File: src/rtl/br_resolve_ctrl.sv
// Branch resolution controller: owns the NZP condition codes, resolves one BR
// at a time, issues a redirect to fetch and then holds a fixed flush window.
// Optional feature macro: BR_STATS_EN (taken/total saturating branch counters).
module br_resolve_ctrl #(
  parameter int unsigned FLUSH_CYCLES = 2
) (
  input  logic        clk,
  input  logic        rst_n,
  input  logic        cc_wr_valid,
  input  logic [15:0] cc_wr_data,
  input  logic        cc_busy,
  input  logic        br_valid,
  output logic        br_ready,
  input  logic [15:0] br_ir,
  input  logic [15:0] br_target,
  output logic        redirect_valid,
  input  logic        redirect_ready,
  output logic [15:0] redirect_pc,
  output logic        flush,
  output logic        stall,
  output logic [2:0]  nzp,
  output logic [15:0] stat_taken,
  output logic [15:0] stat_total
);

  localparam int unsigned WORD_W = 16;
  localparam int unsigned CNT_W  = 4;
  localparam int unsigned IRQ_W  = 7;  // opcode[15:12] + mask[11:9]
  localparam logic [CNT_W-1:0] CNT_INIT = CNT_W'(FLUSH_CYCLES);
  localparam logic [2:0] NZP_RESET = 3'b010;

  typedef enum logic [1:0] {
    ST_IDLE     = 2'd0,
    ST_EVAL     = 2'd1,
    ST_REDIRECT = 2'd2,
    ST_FLUSH    = 2'd3
  } state_t;

  state_t              state_q, state_d;
  logic [CNT_W-1:0]    cnt_q, cnt_d;
  logic [IRQ_W-1:0]    ir_q, ir_d;
  logic [WORD_W-1:0]   tgt_q, tgt_d;
  logic [2:0]          nzp_q;
  logic [2:0]          nzp_wr;
  logic [2:0]          nzp_eff;
  logic                taken;

  // One-hot NZP derived from a result word.
  function automatic logic [2:0] derive_nzp(input logic [WORD_W-1:0] w);
    if (w[WORD_W-1])            return 3'b100;
    else if (w == WORD_W'(0))   return 3'b010;
    else                        return 3'b001;
  endfunction

  assign nzp_wr  = derive_nzp(cc_wr_data);
  assign nzp_eff = cc_wr_valid ? nzp_wr : nzp_q;

  // Architectural condition-code register, written by any CC writeback.
  always_ff @(posedge clk or negedge rst_n) begin
    if (!rst_n)           nzp_q <= NZP_RESET;
    else if (cc_wr_valid) nzp_q <= nzp_wr;
  end

  // State, flush counter and latched branch candidate.
  always_ff @(posedge clk or negedge rst_n) begin
    if (!rst_n) begin
      state_q <= ST_IDLE;
      cnt_q   <= '0;
      ir_q    <= '0;
      tgt_q   <= '0;
    end else begin
      state_q <= state_d;
      cnt_q   <= cnt_d;
      ir_q    <= ir_d;
      tgt_q   <= tgt_d;
    end
  end

  // Next-state logic: accept, resolve (with CC forwarding), redirect, flush.
  always_comb begin
    state_d = state_q;
    cnt_d   = cnt_q;
    ir_d    = ir_q;
    tgt_d   = tgt_q;
    taken   = 1'b0;
    unique case (state_q)
      ST_IDLE: begin
        if (br_valid) begin
          ir_d    = br_ir[15:9];
          tgt_d   = br_target;
          state_d = ST_EVAL;
        end
      end
      ST_EVAL: begin
        if (!cc_busy) begin
          taken   = (ir_q[6:3] == 4'b0000) && ((ir_q[2:0] & nzp_eff) != 3'b000);
          state_d = taken ? ST_REDIRECT : ST_IDLE;
        end
      end
      ST_REDIRECT: begin
        if (redirect_ready) begin
          if (FLUSH_CYCLES == 0) begin
            state_d = ST_IDLE;
          end else begin
            state_d = ST_FLUSH;
            cnt_d   = CNT_INIT;
          end
        end
      end
      ST_FLUSH: begin
        cnt_d = cnt_q - CNT_W'(1);
        if (cnt_q <= CNT_W'(1)) state_d = ST_IDLE;
      end
      default: state_d = ST_IDLE;
    endcase
  end

  // Outputs decode directly from the state register so reset clears them at once.
  assign br_ready       = (state_q == ST_IDLE);
  assign redirect_valid = (state_q == ST_REDIRECT);
  assign redirect_pc    = tgt_q;
  assign flush          = (state_q == ST_FLUSH);
  assign stall          = (state_q == ST_EVAL) && cc_busy;
  assign nzp            = nzp_q;

`ifdef BR_STATS_EN
  logic              resolve;
  logic [WORD_W-1:0] taken_q, total_q;

  assign resolve = (state_q == ST_EVAL) && !cc_busy;

  // Saturating resolution counters.
  always_ff @(posedge clk or negedge rst_n) begin
    if (!rst_n) begin
      taken_q <= '0;
      total_q <= '0;
    end else if (resolve) begin
      if (total_q != '1)          total_q <= total_q + WORD_W'(1);
      if (taken && taken_q != '1) taken_q <= taken_q + WORD_W'(1);
    end
  end

  assign stat_taken = taken_q;
  assign stat_total = total_q;
`else
  assign stat_taken = '0;
  assign stat_total = '0;
`endif

endmodule

File: config.mk
export PLATFORM = sky130hd
export DESIGN_NAME = br_resolve_ctrl
export DESIGN_NICKNAME = d
export VERILOG_FILES = /design/src/rtl/br_resolve_ctrl.sv
export SDC_FILE = /design/constraint.sdc
export NUM_CORES = 1
export LEC_CHECK = 0
export BUFFER_PORTS_ARGS = -buffer_cell sky130_fd_sc_hd__buf_2
export CAP_MARGIN = 20
export CORE_MARGIN = 3
export CORE_UTILIZATION = 30
export CTS_CLUSTER_DIAMETER = 200
export DETAILED_ROUTE_END_ITERATION = 8
export SYNTH_ARGS = -nofsm -noshare
export SYNTH_HDL_FRONTEND = slang
export SYNTH_SLANG_ARGS = --single-unit
File: constraint.sdc
create_clock -name clk -period 1.6 [get_ports clk]
set_input_delay 0 -clock clk [delete_from_list [all_inputs] [get_ports clk]]
set_output_delay 0 -clock clk [all_outputs]
set_load 0.05 [all_outputs]
==> metrics, run 1 <==
clk root buf=clkbuf_8; Clk pwr share=13.7%; arrival time worst endpoint=1.52 ns; crit path capture=redirect_pc[0]; # diodes=0; Slew Limit Fails=0; placed cell area=2040 um^2; IO Port Bufs=67; Final Cycle Share=85.0%; num ports=109; worst slew pin tran=0.714 ns; total core area=5570 um^2; Pleak=1.21 nW; Power Total=4.48 mW; syn_area_per_cell=12.7 um^2; Filler Cell Count=529; Routed WL=3490 um; CTS clock-pin slew for the worst setup and hold paths=0.07 ns; post-route ant nets=0; internal power=2.44 mW; leading cell types in the layout, fill and taps excluded=67 x buf_2, 32 x conb_1, 31 x dfrtp_1, 26 x dlygate4sd3_1, 21 x mux2_4; Initial Util=31.3%; clk_lat worst skew=0.28 ns; DP HPWL=2460 um; vias in the first global route=1,266; H-tree depth=2; endpoint class of the critical path=register; Die Ht=82.3 um; Psw=2.04 mW; critical path's largest stage delay=0.40 ns; clk sinks=32; maximum clock frequency=736 MHz; final net count=291; critical path required time=1.76 ns; 1st-pass router iterations=4; vias=1,233; cell area after layout=2390 um^2; critical path cell sequence=nor2_4 > and2_1 > buf_4 > mux2_2; final setup fails=0; post-CTS setup buffer count=0; status=complete, no violations; commonest non-fill, non-tap cell in the layout=buf_2; power share of the sequential group=31.4%; Max-slew headroom=52.4%; R2R Setup Slk=0.24 ns; GPL Wtd Cong=0.710; cts bufs inserted=5; GRT overflow=0; Max Clock Skew=0.00812 ns; chip width=82.3 um; Post-route DRC=0; Max IR drop VDD=976 uV; final hold vios=0; drt initial violations=14; setup TNS after final layout=0 ns; post-synthesis cell type count=32; WS Path Type=register to register; GR Util All Layers=11.0%; reg-to-reg endpoint=redirect_pc[0]; Max FO, Critical Path=11; critical path startpoint category=register; share of cells above drive strength 1=45.8%; DR WL/cell=11.3 um; initial antenna violation count=0; sequential area share after synthesis=45.9%; first-pass GRT wire length=5570 um; largest net degree at the start of global routing=33; Synth warnings=0; CTS tree=built; die area=6770 um^2; R2R cell count=4; P&R area growth vs syn=37.0%; min Tclk post-route=1.36 ns; Synth Register Bits=32; vias per std cell=4.00; RSZ-0062 raised after global routing=false; # rows=27; Net Sw Frac=45.5%; combinational share of power=54.9%; Pwr per Cell Area=1880 nW/um^2; Max-Cap Viols=0; synthesized instance count=137; slowest CP cell=dfrtp_1; clk buf depth=2; Syn Std Cell Area=1750 um^2; Worst Hold Class=input port to register
[synthesized netlist by cell type (all sizes together)]
master | number | area share, %
a21oi | 1 | 0.29
o21ai | 3 | 0.86
o211ai | 1 | 0.43
a22o | 2 | 1.0
a22oi | 2 | 0.86
and2 | 2 | 0.72
and4 | 1 | 0.57
mux2i | 2 | 1.1
nand3 | 1 | 0.29
nor4 | 4 | 1.4
and3b | 1 | 0.50
nor3 | 2 | 0.57
mux2 | 26 | 21
nor4b | 1 | 0.50
dfrtp | 31 | 44
o31ai | 1 | 0.72
buf | 37 | 16
conb | 1 | 0.21
nand2b | 1 | 0.36
nand2 | 2 | 0.43
nor2 | 2 | 0.43
a2bb2oi | 2 | 1.4
inv | 4 | 0.86
dfstp | 1 | 1.5
ha | 2 | 1.4
a211oi | 1 | 0.43
nor2b | 2 | 0.72
o22ai | 1 | 0.36
[stage by stage]
| step | utilization (%) | hold WS (ns) | instances | setup WS (ns) |
|---|---|---|---|---|
| 3_3_place_gp | 36.6 | 0.0883 | 274 | 0.242 |
| 4_1_cts | 42.9 | 0.0410 | 308 | 0.223 |
| 5_1_grt | 42.9 | 0.0395 | 308 | 0.0841 |
| 2_1_floorplan | - | -0.296 | 168 | 0.0344 |
| 3_5_place_dp | 36.6 | 0.103 | 274 | 0.230 |
| 6_report | 42.9 | 0.0417 | 308 | 0.240 |
[area by class of cell]
type,instances,area [um^2],share of cell area (%)
flip-flops and latches,32,802,33.5
clock buffers,8,90.1,3.77
inverters,4,15.0,0.628
well taps,72,90.1,3.77
repair buffers,97,626,26.2
multi-input cells,95,768,32.1
[worst min-delay path by stage]
stage,startpoint,end,slack (ns),cells past startpoint
2_1_floorplan,rst_n,async pin,-0.30,0
3_3_place_gp,rst_n,redirect_pc[7],0.09,1
3_5_place_dp,rst_n,redirect_pc[5],0.10,1
4_1_cts,cc_busy,state_q[0],0.04,3
5_1_grt,cc_busy,state_q[0],0.04,3
6_report,cc_busy,state_q[0],0.04,3
[power by group through the flow]
| stage | Clock, mW | Combinational, mW | Sequential, mW |
|---|---|---|---|
| 2_1_floorplan | 0 | 1.30 | 2.14 |
| 5_1_grt | 0.699 | 2.61 | 1.47 |
| 6_report | 0.616 | 2.46 | 1.41 |
| 3_5_place_dp | 0 | 2.43 | 1.41 |
| 4_1_cts | 0.644 | 2.48 | 1.40 |
| 3_3_place_gp | 0 | 2.41 | 1.40 |
[sequential cells by signal, summed over array words and instances, names as in the netlist, named ones only]
register     flops
cnt_q            4
ir_q             7
nzp              3
redirect_pc     16
state_q          1
[critical path, delay by kind of cell (launching register included)]
kind          cells  cell delay, ns
buf+inv           1            0.23
flops             1            0.40
mux               1            0.36
simple gates      2            0.25
[logic make-up (layout without fill, tap and decap cells)]
group | count (synthesis) | count (layout) | synth area share [%]
buffers and inverters | 41 | 109 | 17.1
DFF | 32 | 32 | 45.9
muxes | 28 | 28 | 22.4
and+or+nand+nor | 19 | 19 | 6.52
AOI/OAI and AO/OA | 14 | 14 | 6.31
adders and majority gates | 2 | 2 | 1.43
other | 1 | 32 | 0.215
[repair_timing]
item                                   in CTS  in global routing
endpoints found under the hold margin      56                  0
hold buffers                               26                  0
resized for setup                           0                  0
[layer usage]
metal	routed length, um	vias up	share of wire (%)	track usage (%)
met3	334	2	9.6	5.10
met2	1640	63	47	17.2
met4	14	0	0.40	3.82
met1	1510	558	43	13.2
met5	0	-	0	0
li1	-	610	-	-
(Power assumes the default switching activity.)
==> run 2, diff against run 1 <==
==> constraint.sdc (replaced) <==
create_clock -name clk -period 1.1 [get_ports clk]
set_input_delay 0 -clock clk [delete_from_list [all_inputs] [get_ports clk]]
set_output_delay 0 -clock clk [all_outputs]
set_load 0.05 [all_outputs]
==> run 2 against run 1 <==
- the flow now finishes with violations (negative setup slack)
- critical path depth did not move
- via count is 7.2% higher
- sequential power increased by 46%
- die area unchanged
- global-route usage up 0.40 points
- sequential share of layout area fell by 3.4 points
- cell count up 5.5%
- register-to-register slack worse by 0.47 ns
- clock power increased by 74%
- sequential cell count unchanged
- count of clock-buffer cells in the layout decreased by 2
- worst setup slack worse by 0.47 ns
- critical endpoint is now redirect_pc[3]
- largest cell class is now non-clock buffers
- highest routed layer unchanged
==> metrics, run 2 (same netlist as run 1, synthesis figures left out) <==
R2R Setup Slk=-0.23 ns (-0.47 ns); cts bufs inserted=5 (unchanged); Slew Limit Fails=0 (unchanged); reg-to-reg endpoint=redirect_pc[3]; power share of the sequential group=27.7% (-3.7 points); placed insts=284 (+3.6%); arrival time worst endpoint=1.49 ns (-0.03 ns); post-route ant nets=0 (unchanged); Max IR drop VDD=1360 uV (+40%); R2R cell count=4 (unchanged); 1st-pass router iterations=3 (-1); endpoint class of the critical path=register; internal power=4.27 mW (+75%); min Tclk post-route=1.33 ns (-0.0276 ns); H-tree depth=2 (unchanged); vias per std cell=4.07 (+1.6%); clk_lat worst skew=0.27 ns (about the same); drt initial violations=37 (+23); GPL Wtd Cong=0.701 (-1.2%); vias in the first global route=1,279 (+1.0%); # rows=27 (unchanged); Initial Util=31.3% (unchanged); final core utilization=48.0% (+5.1 points); setup TNS after final layout=-5.85 ns (-5.85 ns); clk root buf=clkbuf_8; P&R area growth vs syn=53.2%; chip width=82.3 um (unchanged); final hold vios=0 (unchanged); Post-route DRC=0 (unchanged); Min Hold Slack=0.0105 ns (-0.0312 ns); Psw=3.16 mW (+55%); initial antenna violation count=0 (unchanged); cell area after layout=2670 um^2 (+12%); Clk pwr share=14.4% (+0.7 points); num ports=109 (unchanged); critical path required time=1.25 ns (-0.51 ns); # diodes=0 (unchanged); clk buf depth=2 (unchanged); maximum clock frequency=751 MHz (+2.1%); combinational share of power=58.0% (+3.1 points); WS Path Type=register to register; post-route insts no fill=325 (+5.5%); Worst Hold Class=input port to register; Max Clock Skew=0.00688 ns (-0.00124 ns); Max FO, Critical Path=5 (-6); placed cell area=2160 um^2 (+6.0%); CTS clock-pin slew for the worst setup and hold paths=0.07 ns (about the same); GRT overflow=0 (unchanged); Die Ht=82.3 um (unchanged); violated checks=negative setup slack; Routed WL=3880 um (+11%); total core area=5570 um^2 (unchanged); vias=1,322 (+7.2%); DP HPWL=2700 um (+9.9%); commonest non-fill, non-tap cell in the layout=buf_2; Reg2Reg Launch Point=state_q[0]; Post-Place Setup Slack=-0.268 ns (-0.497 ns); slowest CP cell=dfrtp_1; final net count=308 (+5.8%); CTS tree=built; Max-Cap Viols=0 (unchanged); critical path cell sequence=nor2_4 > and2_4 > buf_6 > mux2_4; crit path capture=redirect_pc[3]; first-pass GRT wire length=5700 um (+2.4%); critical path's largest stage delay=0.41 ns (about the same); GR Util All Layers=11.4% (+0.40 points); IO Port Bufs=67 (unchanged); critical path startpoint category=register; Final Cycle Share=121% (+36 points); status=complete, but fails checks; Power Total=7.43 mW (+66%); Pwr per Cell Area=2780 nW/um^2 (+48%); Largest register FFs=16 (unchanged); die area=6770 um^2 (unchanged); Pleak=1.34 nW (+11%); leading cell types in the layout, fill and taps excluded=63 x buf_2, 32 x conb_1, 28 x dfrtp_1, 25 x dlygate4sd3_1, 24 x mux2_4; DR WL/cell=11.9 um (+5.1%); PnR worst setup slack=-0.232 ns (-0.472 ns); largest net degree at the start of global routing=18 (-45%); Worst setup startpoint=state_q[0]; share of cells above drive strength 1=54.9% (+9.2 points); clk sinks=32 (unchanged); final setup fails=32 (+32); Net Sw Frac=42.5% (-2.9 points); RSZ-0062 raised after global routing=true
run 2: cell count changes in the layout (fill, tap and decap cells not counted), moves of 2 or more:
cell     delta
dfrtp_2     +3
dfrtp_1     -3
and2_1      -2
mux2_2      -3
buf_2       -4
buf_12      +2
buf_4      +10
and2_4      +2
nand2_1     -2
nand2_2     +2
mux2_4      +3
buf_6       +7
run 2: worst min path at each step:
stage                   startpoint        endpoint  slack [ns]  cells after the start
floorplan                    rst_n       async pin       -0.30                      0
global placement             rst_n  redirect_pc[1]       -0.04                      1
detailed placement           rst_n  redirect_pc[1]       -0.03                      1
CTS                 cc_wr_data[15]          nzp[2]      -0.003                      2
global route        cc_wr_data[15]          nzp[2]       0.009                      2
finish              cc_wr_data[15]          nzp[2]        0.01                      2
run 2: power by group through the flow:
stage	combinational, mW	clock [mW]	sequential [mW]
final	4.30	1.07	2.06
after global routing	4.54	1.18	2.13
after CTS	4.11	1.12	2.04
after detailed placement	3.81	0	2.04
after global placement	3.77	0	2.04
after floorplan	1.95	0	3.13
run 2: layout make-up:
| class | instances | area [um^2] |
|---|---|---|
| Tap cell | 72 | 90.1 |
| Inverter | 4 | 15.0 |
| Timing Repair Buffer | 114 | 840 |
| Sequential cell | 32 | 806 |
| Clock inverter | 2 | 35.0 |
| Fill cell | 513 | 2900 |
| Clock buffer | 6 | 72.6 |
| Multi-Input combinational cell | 95 | 816 |
run 2: metal layers:
metal / GRT usage (%) / share of wire [%]
met1: 12.2 / 40
met2: 20.4 / 51
met3: 3.36 / 7.9
met4: 5.48 / 1.2
met5: 0 / 0
run 2: what timing repair did:
| action | in CTS | in global routing |
|---|---|---|
| hold endpoints to repair | 52 | 0 |
| cloned | 1 | 1 |
| hold buffers | 25 | 0 |
| pin swaps | 2 | 10 |
| buffers inserted | 1 | 5 |
| gates resized for setup | 12 | 13 |
| endpoints found under the setup margin | 31 | 34 |
run 2: critical path, delay by kind of cell (launching register included):
kind,cells,cell delay [ns]
mux,1,0.30
buf+inv,1,0.15
simple gates,2,0.34
flops,1,0.41
==> run 3, diff against run 2 <==
--- a/config.mk
+++ b/config.mk
@@ -11,6 +11,7 @@
 export CORE_UTILIZATION = 30
 export CTS_CLUSTER_DIAMETER = 200
 export DETAILED_ROUTE_END_ITERATION = 8
+export REMOVE_ABC_BUFFERS = 1
 export SYNTH_ARGS = -nofsm -noshare
 export SYNTH_HDL_FRONTEND = slang
 export SYNTH_SLANG_ARGS = --single-unit
==> run 3 against run 2 <==
- the flow finishes with violations (negative hold slack, negative setup slack)
- sequential share of layout area shrank 0.084 points
- clock power is 15% higher
- via count shrank 0.38%
- register-to-register slack hardly changed
- global-route usage up 0.10 points
- critical endpoint is now redirect_pc[7]
- largest cell class is now multi-input combinational cells
==> metrics, run 3 (same netlist as run 1, synthesis figures left out) <==
status=complete, but fails checks; violated checks=negative hold slack, negative setup slack; final net count=304 (-1.3%); clk_lat worst skew=0.28 ns (about the same); clk sinks=32 (unchanged); clk root buf=clkbuf_8; leading cell types in the layout, fill and taps excluded=62 x buf_2, 32 x conb_1, 31 x dfrtp_1, 25 x dlygate4sd3_1, 24 x mux2_4; maximum clock frequency=745 MHz (-0.83%); critical path required time=1.27 ns (+0.02 ns); met2 WL post-DR=1910 um (-3.7%); arrival time worst endpoint=1.51 ns (+0.02 ns); DR WL/cell=12.2 um (+2.0%); DP HPWL=2580 um (-4.6%); Slew Limit Fails=0 (unchanged); Routed WL=3900 um (+0.72%); clk buf depth=2 (unchanged); Post-Place Setup Slack=-0.292 ns (-0.0246 ns); die area=6770 um^2 (unchanged); Post-route DRC=0 (unchanged); Max FO, Critical Path=5 (unchanged); Net Sw Frac=42.7% (+0.14 points); CTS tree=built; largest net degree at the start of global routing=33 (+15); WL met3=380 um (+23%); Die Ht=82.3 um (unchanged); total core area=5570 um^2 (unchanged); Max Used Layer=met4; cts bufs inserted=5 (unchanged); P&R area growth vs syn=52.9%; commonest non-fill, non-tap cell in the layout=buf_2; drt initial violations=25 (-32%); placed insts=284 (unchanged); combinational share of power=56.3% (-1.7 points); power share of the sequential group=27.5% (-0.2 points); min Tclk post-route=1.34 ns (+0.0111 ns); Met1 Wirelength=1580 um (+3.0%); GRT overflow=0 (unchanged); Largest register FFs=16 (unchanged); endpoint class of the critical path=register; share of cells above drive strength 1=54.6% (-0.32 points); critical path startpoint category=register; post-route insts no fill=321 (-1.2%); Final Cycle Share=122% (+1.0 points); 1st-pass router iterations=4 (+1); # rows=27 (unchanged); Max IR drop VDD=1950 uV (+43%); Max Clock Skew=0.00774 ns (+0.000863 ns); WS Path Type=register to register; first-pass GRT wire length=5800 um (+1.8%); Initial Util=31.3% (unchanged); final setup fails=29 (-9.4%); PnR worst setup slack=-0.243 ns (-0.0111 ns); final hold vios=1 (+1); chip width=82.3 um (unchanged); num ports=109 (unchanged); Min Hold Slack=-0.00461 ns (-0.0151 ns); Clk pwr share=16.2% (+1.8 points); Max-Cap Viols=0 (unchanged); Worst Hold Class=input port to register; H-tree depth=2 (unchanged); post-route ant nets=0 (unchanged); vias=1,317 (-0.38%); vias in the first global route=1,289 (+0.78%); Psw=3.23 mW (+2.3%); RSZ-0062 raised after global routing=true; initial antenna violation count=0 (unchanged); GR Util All Layers=11.5% (+0.10 points); Pwr per Cell Area=2840 nW/um^2 (+2.2%); final core utilization=47.9% (-0.090 points); IO Port Bufs=67 (unchanged); setup TNS after final layout=-5.81 ns (+0.0427 ns); # diodes=0 (unchanged); internal power=4.34 mW (+1.8%); GPL Wtd Cong=0.724 (+3.3%); vias per std cell=4.10 (+0.86%); CTS clock-pin slew for the worst setup and hold paths=0.07 ns (about the same); Pleak=1.33 nW (-0.55%)
## run 3: power groups by stage
stage	Sequential (mW)	Clock, mW	Combinational [mW]
floorplan	3.15	0	1.65
detailed placement	2.02	0	3.75
CTS	2.04	1.26	4.08
finish	2.08	1.23	4.27
global placement	2.03	0	3.70
global route	2.14	1.32	4.49
## run 3: repair_timing
action	in CTS	in global routing
setup endpoints to repair	33	33
endpoints found under the hold margin	56	0
hold buffers	25	0
pin swaps	6	4
cloned	1	1
buffers inserted	1	1
resized for setup	22	12
## run 3: worst max-delay path: stages, from the launching register on
cell,delay (ns)
dfrtp_1,0.39
nor2_2,0.14
and2_4,0.23
clkbuf_16,0.17
mux2_4,0.29
## run 3: layer usage
metal | global-route usage (%) | vias up
met3 | 4.01 | 4
met1 | 12.9 | 606
met4 | 3.49 | 0
met5 | 0 | -
li1 | - | 639
met2 | 20.3 | 68
## run 3: per-stage QoR
stage / power, mW / area [um^2] / hold slack [ns]
after global routing: 7.95 / 2670 / 0.00290
after detailed placement: 5.78 / 2120 / 0.0527
after global placement: 5.73 / 2120 / 0.0517
after CTS: 7.38 / 2590 / -0.0124
final: 7.57 / 2670 / -0.00461
after floorplan: 4.80 / 1580 / -0.296
## run 3: worst paths after layout
check,start,endpoint,slack [ns],cells after the start
max,register,redirect_pc[7],-0.24,4
min,cc_wr_data[15],nzp[2],-0.005,2
max reg2reg,register,redirect_pc[7],-0.24,4
min reg2reg,redirect_pc[11],redirect_pc[11],0.51,1
max in group asynchronous,rst_n,nzp[1],0.51,3
min in group asynchronous,rst_n,cnt_q[3],0.26,3
## run 3: cell type report
cell class	instances	area [um^2]
fill	514	2910
multi-input combinational	95	826
timing repair buffer	110	810
clock inverter	1	30.0
clock buffer	7	96.3
tap	72	90.1
sequential	32	802
inverter	4	15.0
